$ cat src/rtl/ps2_cmd_sequencer_pkg.sv
// Shared PS/2 protocol constants for the host command sequencer.
// The FSM state encoding is kept local to the sequencer.
package ps2_cmd_sequencer_pkg;

  localparam logic [7:0] PS2_ACK    = 8'hFA;
  localparam logic [7:0] PS2_RESEND = 8'hFE;
  localparam logic [7:0] PS2_ERROR  = 8'hFC;

  localparam logic [1:0] ERR_NONE    = 2'd0;
  localparam logic [1:0] ERR_TIMEOUT = 2'd1;
  localparam logic [1:0] ERR_RESEND  = 2'd2;
  localparam logic [1:0] ERR_DEVICE  = 2'd3;

endpackage

$ cat src/rtl/ps2_timeout_cnt.sv
// Per-byte timeout counter: cleared when a byte is launched, counts while
// waiting, and flags the last allowed cycle of the wait.
module ps2_timeout_cnt #(
  parameter int ACK_TIMEOUT = 2000000,
  parameter int CNT_W       = 21
) (
  input  logic ck,
  input  logic reset,
  input  logic clear,
  input  logic en,
  output logic hit
);

  logic [CNT_W-1:0] cnt;

  always_ff @(posedge ck or posedge reset) begin
    if (reset)      cnt <= '0;
    else if (clear) cnt <= '0;
    else if (en)    cnt <= cnt + 1'b1;
  end

  assign hit = en && (cnt == CNT_W'(ACK_TIMEOUT - 1));

endmodule

$ cat src/rtl/ps2_cmd_sequencer.sv
// Host-side PS/2 command sequencer: sends a command (plus optional argument),
// waits for ACK with resend/timeout retries, and forwards unsolicited bytes.
module ps2_cmd_sequencer
  import ps2_cmd_sequencer_pkg::*;
#(
  parameter int ACK_TIMEOUT = 2000000,
  parameter int MAX_RETRY   = 3,
  parameter int CNT_W       = 21
) (
  input  logic       ck,
  input  logic       reset,
  input  logic       cmd_valid,
  output logic       cmd_ready,
  input  logic [7:0] cmd_byte,
  input  logic       cmd_has_arg,
  input  logic [7:0] arg_byte,
  output logic       tx_send,
  output logic [7:0] tx_data,
  input  logic       tx_busy,
  input  logic       rx_ready,
  input  logic [7:0] rx_data,
  input  logic       rx_active,
  output logic       busy_read,
  output logic       done,
  output logic       err,
  output logic [1:0] err_code,
  output logic       scan_valid,
  output logic [7:0] scan_data
);

  localparam int RW = (MAX_RETRY < 1) ? 1 : $clog2(MAX_RETRY + 1);
  localparam logic [RW-1:0] RMAX = RW'(MAX_RETRY);

  typedef enum logic [2:0] {
    IDLE, WAIT_BUS, SEND, WAIT_TX, WAIT_ACK, DONE, ERR
  } state_t;

  state_t          state, state_n;
  logic [7:0]      cmd_q, cmd_n, arg_q, arg_n;
  logic            has_arg_q, has_arg_n;
  logic            cur_arg, cur_arg_n;
  logic [RW-1:0]   retry, retry_n;
  logic [1:0]      code_q, code_n;
  logic            tx_seen, tx_seen_n;
  logic            fwd;
  logic            tmr_clr, tmr_en, tmr_hit;
  logic            can_retry;

  ps2_timeout_cnt #(.ACK_TIMEOUT(ACK_TIMEOUT), .CNT_W(CNT_W)) u_tmo (
    .ck    (ck),
    .reset (reset),
    .clear (tmr_clr),
    .en    (tmr_en),
    .hit   (tmr_hit)
  );

  assign can_retry = (retry < RMAX);

  always_ff @(posedge ck or posedge reset) begin
    if (reset) begin
      state      <= IDLE;
      cmd_q      <= '0;
      arg_q      <= '0;
      has_arg_q  <= 1'b0;
      cur_arg    <= 1'b0;
      retry      <= '0;
      code_q     <= ERR_NONE;
      tx_seen    <= 1'b0;
      scan_valid <= 1'b0;
      scan_data  <= '0;
    end else begin
      state      <= state_n;
      cmd_q      <= cmd_n;
      arg_q      <= arg_n;
      has_arg_q  <= has_arg_n;
      cur_arg    <= cur_arg_n;
      retry      <= retry_n;
      code_q     <= code_n;
      tx_seen    <= tx_seen_n;
      scan_valid <= fwd;
      if (fwd) scan_data <= rx_data;
    end
  end

  always_comb begin
    state_n   = state;
    cmd_n     = cmd_q;
    arg_n     = arg_q;
    has_arg_n = has_arg_q;
    cur_arg_n = cur_arg;
    retry_n   = retry;
    code_n    = code_q;
    tx_seen_n = tx_seen;
    fwd       = 1'b0;
    tmr_clr   = 1'b0;
    tmr_en    = 1'b0;
    case (state)
      IDLE: begin
        fwd = rx_ready;
        if (cmd_valid) begin
          cmd_n     = cmd_byte;
          arg_n     = arg_byte;
          has_arg_n = cmd_has_arg;
          cur_arg_n = 1'b0;
          retry_n   = '0;
          state_n   = WAIT_BUS;
        end
      end
      WAIT_BUS: begin
        fwd = rx_ready;
        if (!rx_active && !tx_busy) state_n = SEND;
      end
      SEND: begin
        fwd       = rx_ready;
        tmr_clr   = 1'b1;
        tx_seen_n = 1'b0;
        state_n   = WAIT_TX;
      end
      // Host owns the bus here, so any received byte is spurious and dropped.
      WAIT_TX: begin
        tmr_en = 1'b1;
        if (tx_busy) tx_seen_n = 1'b1;
        if (tx_seen && !tx_busy) state_n = WAIT_ACK;
        else if (tmr_hit) begin
          if (can_retry) begin
            retry_n = retry + 1'b1;
            state_n = WAIT_BUS;
          end else begin
            code_n  = ERR_TIMEOUT;
            state_n = ERR;
          end
        end
      end
      // A received byte takes priority over a timeout landing on the same cycle.
      WAIT_ACK: begin
        tmr_en = 1'b1;
        if (rx_ready) begin
          case (rx_data)
            PS2_ACK: begin
              if (!cur_arg && has_arg_q) begin
                cur_arg_n = 1'b1;
                retry_n   = '0;
                state_n   = WAIT_BUS;
              end else begin
                state_n = DONE;
              end
            end
            PS2_RESEND: begin
              if (can_retry) begin
                retry_n = retry + 1'b1;
                state_n = WAIT_BUS;
              end else begin
                code_n  = ERR_RESEND;
                state_n = ERR;
              end
            end
            PS2_ERROR: begin
              code_n  = ERR_DEVICE;
              state_n = ERR;
            end
            default: fwd = 1'b1;
          endcase
        end else if (tmr_hit) begin
          if (can_retry) begin
            retry_n = retry + 1'b1;
            state_n = WAIT_BUS;
          end else begin
            code_n  = ERR_TIMEOUT;
            state_n = ERR;
          end
        end
      end
      DONE: begin
        fwd     = rx_ready;
        state_n = IDLE;
      end
      ERR: begin
        fwd     = rx_ready;
        state_n = IDLE;
      end
      default: state_n = IDLE;
    endcase
  end

  assign cmd_ready = (state == IDLE);
  assign tx_send   = (state == SEND);
  assign tx_data   = cur_arg ? arg_q : cmd_q;
  assign done      = (state == DONE);
  assign err       = (state == ERR);
  assign err_code  = (state == ERR) ? code_q : ERR_NONE;
  assign busy_read = rx_active;

endmodule
$ cat config.mk
export PLATFORM = sky130hd
export DESIGN_NAME = ps2_cmd_sequencer
export DESIGN_NICKNAME = d
export VERILOG_FILES = /design/src/rtl/ps2_cmd_sequencer_pkg.sv /design/src/rtl/ps2_timeout_cnt.sv /design/src/rtl/ps2_cmd_sequencer.sv
export SDC_FILE = /design/constraint.sdc
export NUM_CORES = 1
export LEC_CHECK = 0
export CORE_MARGIN = 8
export CORE_UTILIZATION = 35
export CTS_CLUSTER_SIZE = 24
export DETAILED_ROUTE_END_ITERATION = 6
export GPL_ROUTABILITY_DRIVEN = 0
export PLACE_DENSITY = 0.56
export SYNTH_ARGS = -nofsm -noshare
export SYNTH_HDL_FRONTEND = slang
export SYNTH_SLANG_ARGS = --single-unit
$ cat constraint.sdc
create_clock -name ck -period 2.5 [get_ports ck]
set_clock_uncertainty 0.1 [all_clocks]
set_input_delay 0.375 -clock ck [delete_from_list [all_inputs] [get_ports ck]]
set_output_delay 0.375 -clock ck [all_outputs]
set_load 0.02 [all_outputs]
[Word-level counts from Yosys, hierarchy flattened]
Cells that the tools add are included.
Operators by class
  equality and inequality tests: 22
  $lt $le $gt $ge: 1
  add/subtract/negate cells: 2
  reductions and logical operators: 22
  mux-type cells: 40
Operators by type and width (count)
  $mux W21: 2
  $eq A8 B8 Y1 const B: 3
  $mux W2: 12
  $add A21 B1 Y21 const B: 1
  $eq A21 B21 Y1 const B: 1
  $mux W3: 7
  $pmux W3 S5: 1
  $ne A2 B2 Y1 const B: 6
  $pmux W2 S2: 3
  $reduce_and A5 Y1: 2
  $eq A3 B3 Y1 const B: 3
  $mux W1: 9
  $pmux W3 S3: 1
  $mux W8: 1
  $ne A4 B2 Y1 const B: 2
  $ne A4 B4 Y1 const B: 2
  $reduce_bool A2 Y1: 4
  $eq A3 B2 Y1 const B: 2
  $pmux W1 S2: 3
  $pmux W2 S3: 1
  $ne A5 B2 Y1 const B: 1
  $reduce_or A5 Y1: 1
  $logic_and A1 B1 Y1: 4
  $reduce_and A2 Y1: 2
  other kinds (11): 13
Word-level totals
  input bits: 31
  output and inout port bits: 24
  register bits after elaboration: 56

[Longest topological paths before layout]
  depth in word-level cells: 7
  gate-level depth with buffers: 7
  mapped depth without buffers: 6

[By module]
From an unflattened synthesis, not the netlist that was laid out.
Unflattened totals
  cell total of the unflattened synthesis: 275
  area total of the unflattened synthesis: 2994.1 um^2
Modules (own cells, without submodules)
  ps2_cmd_sequencer: times used 1, area an instance 1891.8 um^2, cells an instance 161, seq. area each 875.8 um^2
  ps2_timeout_cnt: times used 1, area an instance 1102.3 um^2, cells an instance 114, seq. area each 525.5 um^2

[Worst setup path after synthesis]
OpenSTA, ideal clock, no wires.
  path type: register to register
  start: register state[0]
  end: register arg_q[0]
  arrival: 1.988 ns
  setup time: 0.125 ns
  data required time: 2.275 ns
  slack: 0.287 ns
  cell stages (with the launch flop): 7
  period minus slack after synthesis: 2.213 ns
  path through: dfrtp_1 buf_6 nor3_1 and2_1 buf_2 buf_2 mux2_2
Between the ends
  cells in the longest elaborated chain, start to end: 2
RTL lines
  start, declared: RTL line ps2_cmd_sequencer.sv:38  | state_t state, state_n;
  start signal, assigned: RTL line ps2_cmd_sequencer.sv:72  | state <= state_n;
  $logic_not A3 Y1
  via cmd_ready: RTL line ps2_cmd_sequencer.sv:13  | output logic cmd_ready,
  $reduce_and A2 Y1 (no line)
  end signal, assigned: RTL line ps2_cmd_sequencer.sv:74  | arg_q <= arg_n;
  end, declared: RTL line ps2_cmd_sequencer.sv:39  | logic [7:0] cmd_q, cmd_n, arg_q, arg_n;
The timed path passes the listed nets, and every way through them passes these cells.
A chain may end at the register's enable or synchronous reset.

[Worst setup path after layout]
  start: register state[2]
  end: output port tx_send
Between the ends
  cells in the longest elaborated chain, start to end: 1
RTL lines
  $eq A3 B2 Y1: RTL line ps2_cmd_sequencer.sv:186  | assign tx_send = (state == SEND);
  end, declared: RTL line ps2_cmd_sequencer.sv:17  | output logic tx_send,
No other way between the ends.

==> impl_results.md <==
- Max-slew violation count: 0
- Ys Warns: 0
- Worst stage delay on the critical path: 0.66 ns
- Top cell type's share of synthesized area: 0.460
- Starting Density: 0.354
- CTS Hold Buffers Added: 0
- Pwr dens: 869 mW/mm^2
- CP Cell Sequence: nand2b_1, nor2_1, clkdlybuf4s50_1
- Startpoint types: flip-flop
- Iter 0 DRT Violations: 81
- Chip height: 109 um
- Io pins: 55
- R2r worst-path depth: 6
- Worst reg2reg startpoint: state[2]
- Crit path depth: 3
- CP arrival: 1.88 ns
- Clock power share: 0.187
- Fin Setup TNS: 0 ns
- Static Leak: 1.54 nW
- Crit-path slowest cell: clkdlybuf4s50_1
- Die Footprint: 0.0119 mm^2
- Syn nets: 334
- ANT nets after route: 0
- Area growth syn-to-layout: 27.0%
- Main synth FF type: dfrtp_1
- Worst Setup EP: tx_send
- Most frequent cells in the layout: 53 x dfrtp_1, 53 x clkdlybuf4s50_1, 34 x nor2_1
- Die W: 109 um
- Routed len/inst: 15.6 um
- Endpoint class of the critical path: output port
- Mapped Cells: 302
- CTS Buffer Depth: 2
- Vias in the first global route: 2461
- Core Util, Final: 0.450
- Largest net degree at the start of global routing: 57
- CP Launch Point: state[2]
- Syn avg cell area: 10.1 um^2
- Layout cells sized above 1: 0.185
- Total wire length: 7.33 mm
- #FFs+latches synth: 56
- Synthesized cell area: 0.00304 mm^2
- Hold crit path type: in2async
- Global-route wire length before repair: 12.1 mm
- Port Buffers: 54
- Crit-path max FO: 10
- Slew HR: 0.639
- H-Tree Level Count: 2
- Antenna diodes: 0
- Max-Cap Viols: 0
- Final setup vio count: 0
- Via/cell ratio: 5.20
- WP buf/inv: 1
- CTS tree: built
- Post-synthesis sequential area ratio: 0.460
- Worst skew pair latency: 0.31 ns
- First drt pass iteration count: 4
- Reg-to-reg slack, setup: 0.32 ns
- Total power: 3.36 mW
- Net Sw Power: 1.21 mW
- Clk slew on worst S/H paths: 0.11 ns
- Yosys cell types: 56
- RSZ-0062 raised after global routing: no
- Fin crit period: 2.35 ns
- Detailed Place HPWL: 5.40 mm
- Grt ovf: 0
- Worst r2r dst: state[1]
- Initial antenna violation count: 0
- Status: completed
- WP data required: 2.03 ns
- Clock Tree Root: clkbuf_8
- Post-synth EDFFs: 0
- Detailed-route DRC error count: 0
- FP Rows: 34
- Final Cycle Share: 0.941
- Worst Tran Pin Value: 0.542 ns
- Kind of critical path: reg2out
- Fmax: 425 MHz
- Async set-reset flop share out of synthesis: 1.00
- Synth area leaders: dfrtp_1 46%, mux2_2 12%, nor2_1 4.3%
- P_int: 2.15 mW
- Leading area contributor after synthesis: dfrtp_1
- NumNets Final: 393
- Sequential Power Share: 0.402
- Final hold violations: 0
- Net Sw Frac: 0.359
- Total clock buffers created by CTS: 5
- Gr usage total: 0.124
- Family with the most delay on the worst path: buffers and inverters
- Core ar.: 0.00859 mm^2
- Worst ir drop on vdd: 486 uV
- Clock Sinks: 56
- Comb pwr share: 0.412
- Vias: 2446
## power groups by stage
stage	sequential (mW)	clock, mW	combinational [mW]
after floorplan	1.31	0	0.943
after global placement	1.35	0	1.40
after detailed placement	1.36	0	1.40
after CTS	1.35	0.654	1.40
after global routing	1.39	0.683	1.51
final	1.35	0.627	1.38
## logic make-up (layout without fill, tap and decap cells)
logic type | Yosys count | count (layout) | share of synthesized area
AOI/OAI and AO/OA | 54 | 54 | 0.119
xor gates and xnor gates | 16 | 16 | 0.0460
and+or+nand+nor | 117 | 117 | 0.205
DFF | 56 | 56 | 0.460
buffers and inverters | 23 | 83 | 0.0366
adders and majority gates | 1 | 1 | 0.00411
muxes | 35 | 35 | 0.129
## worst reg2reg max path, stage by stage (launching register included)
cell	delay, ns
dfrtp_2	0.49
buf_4	0.17
and2b_2	0.29
a21oi_2	0.09
or4_1	0.56
a21boi_0	0.24
o22ai_1	0.11
## flip-flops by register name, summed over array words and instances (netlist names)
signal / count
arg_q: 8
cmd_q: 8
code_q: 2
cur_arg: 1
has_arg_q: 1
retry: 2
scan_data: 8
scan_valid: 1
state: 3
tx_seen: 1
u_tmo.cnt: 21
## worst min-delay path by stage
stage | startpoint | end | slack (ns)
floorplan | tx_seen | tx_seen | 0.36
global placement | tx_seen | tx_seen | 0.38
detailed placement | tx_seen | tx_seen | 0.39
CTS | reset | arg_q[7] | 0.33
global route | reset | arg_q[4] | 0.38
finish | reset | u_tmo.cnt[17] | 0.32
## cell type report
type / instances / area, um^2
clock buffer: 5 / 68.8
multi-input combinational: 223 / 1530
inverter: 10 / 37.5
clock inverter: 3 / 46.3
sequential: 56 / 1410
timing repair buffer: 65 / 638
tap: 108 / 135
fill: 848 / 4730
## through the flow
stage | worst slack (ns) | hold WS (ns) | std cells | area (um^2)
after floorplan | 0.287 | 0.364 | 302 | 3040
after global placement | 0.261 | 0.383 | 462 | 3740
after detailed placement | 0.226 | 0.390 | 462 | 3740
after CTS | 0.00483 | 0.330 | 470 | 3860
after global routing | 0.0428 | 0.377 | 470 | 3860
final | 0.147 | 0.323 | 470 | 3860
## metal layers
layer,up-vias,global-route usage,part of all wire
li1,1198,-,-
met1,1213,0.163,0.47
met2,33,0.208,0.50
met3,2,0.0201,0.029
met4,0,0.0328,0.0044
met5,-,0,0
## Yosys cell counts (all sizes together) (7+ instances only)
library cell  instances
xnor2                14
mux2                 33
nand2                21
nor2                 35
nand3                10
dfrtp                56
o21ai                11
a21oi                17
and3                  7
inv                  10
clkbuf                7
## repair_timing
item                                    CTS  global route
gates resized for setup                   3             2
buffers inserted                          0             0
endpoints found under the setup margin    4             4
Note: power is estimated with default switching activity, not from simulation.
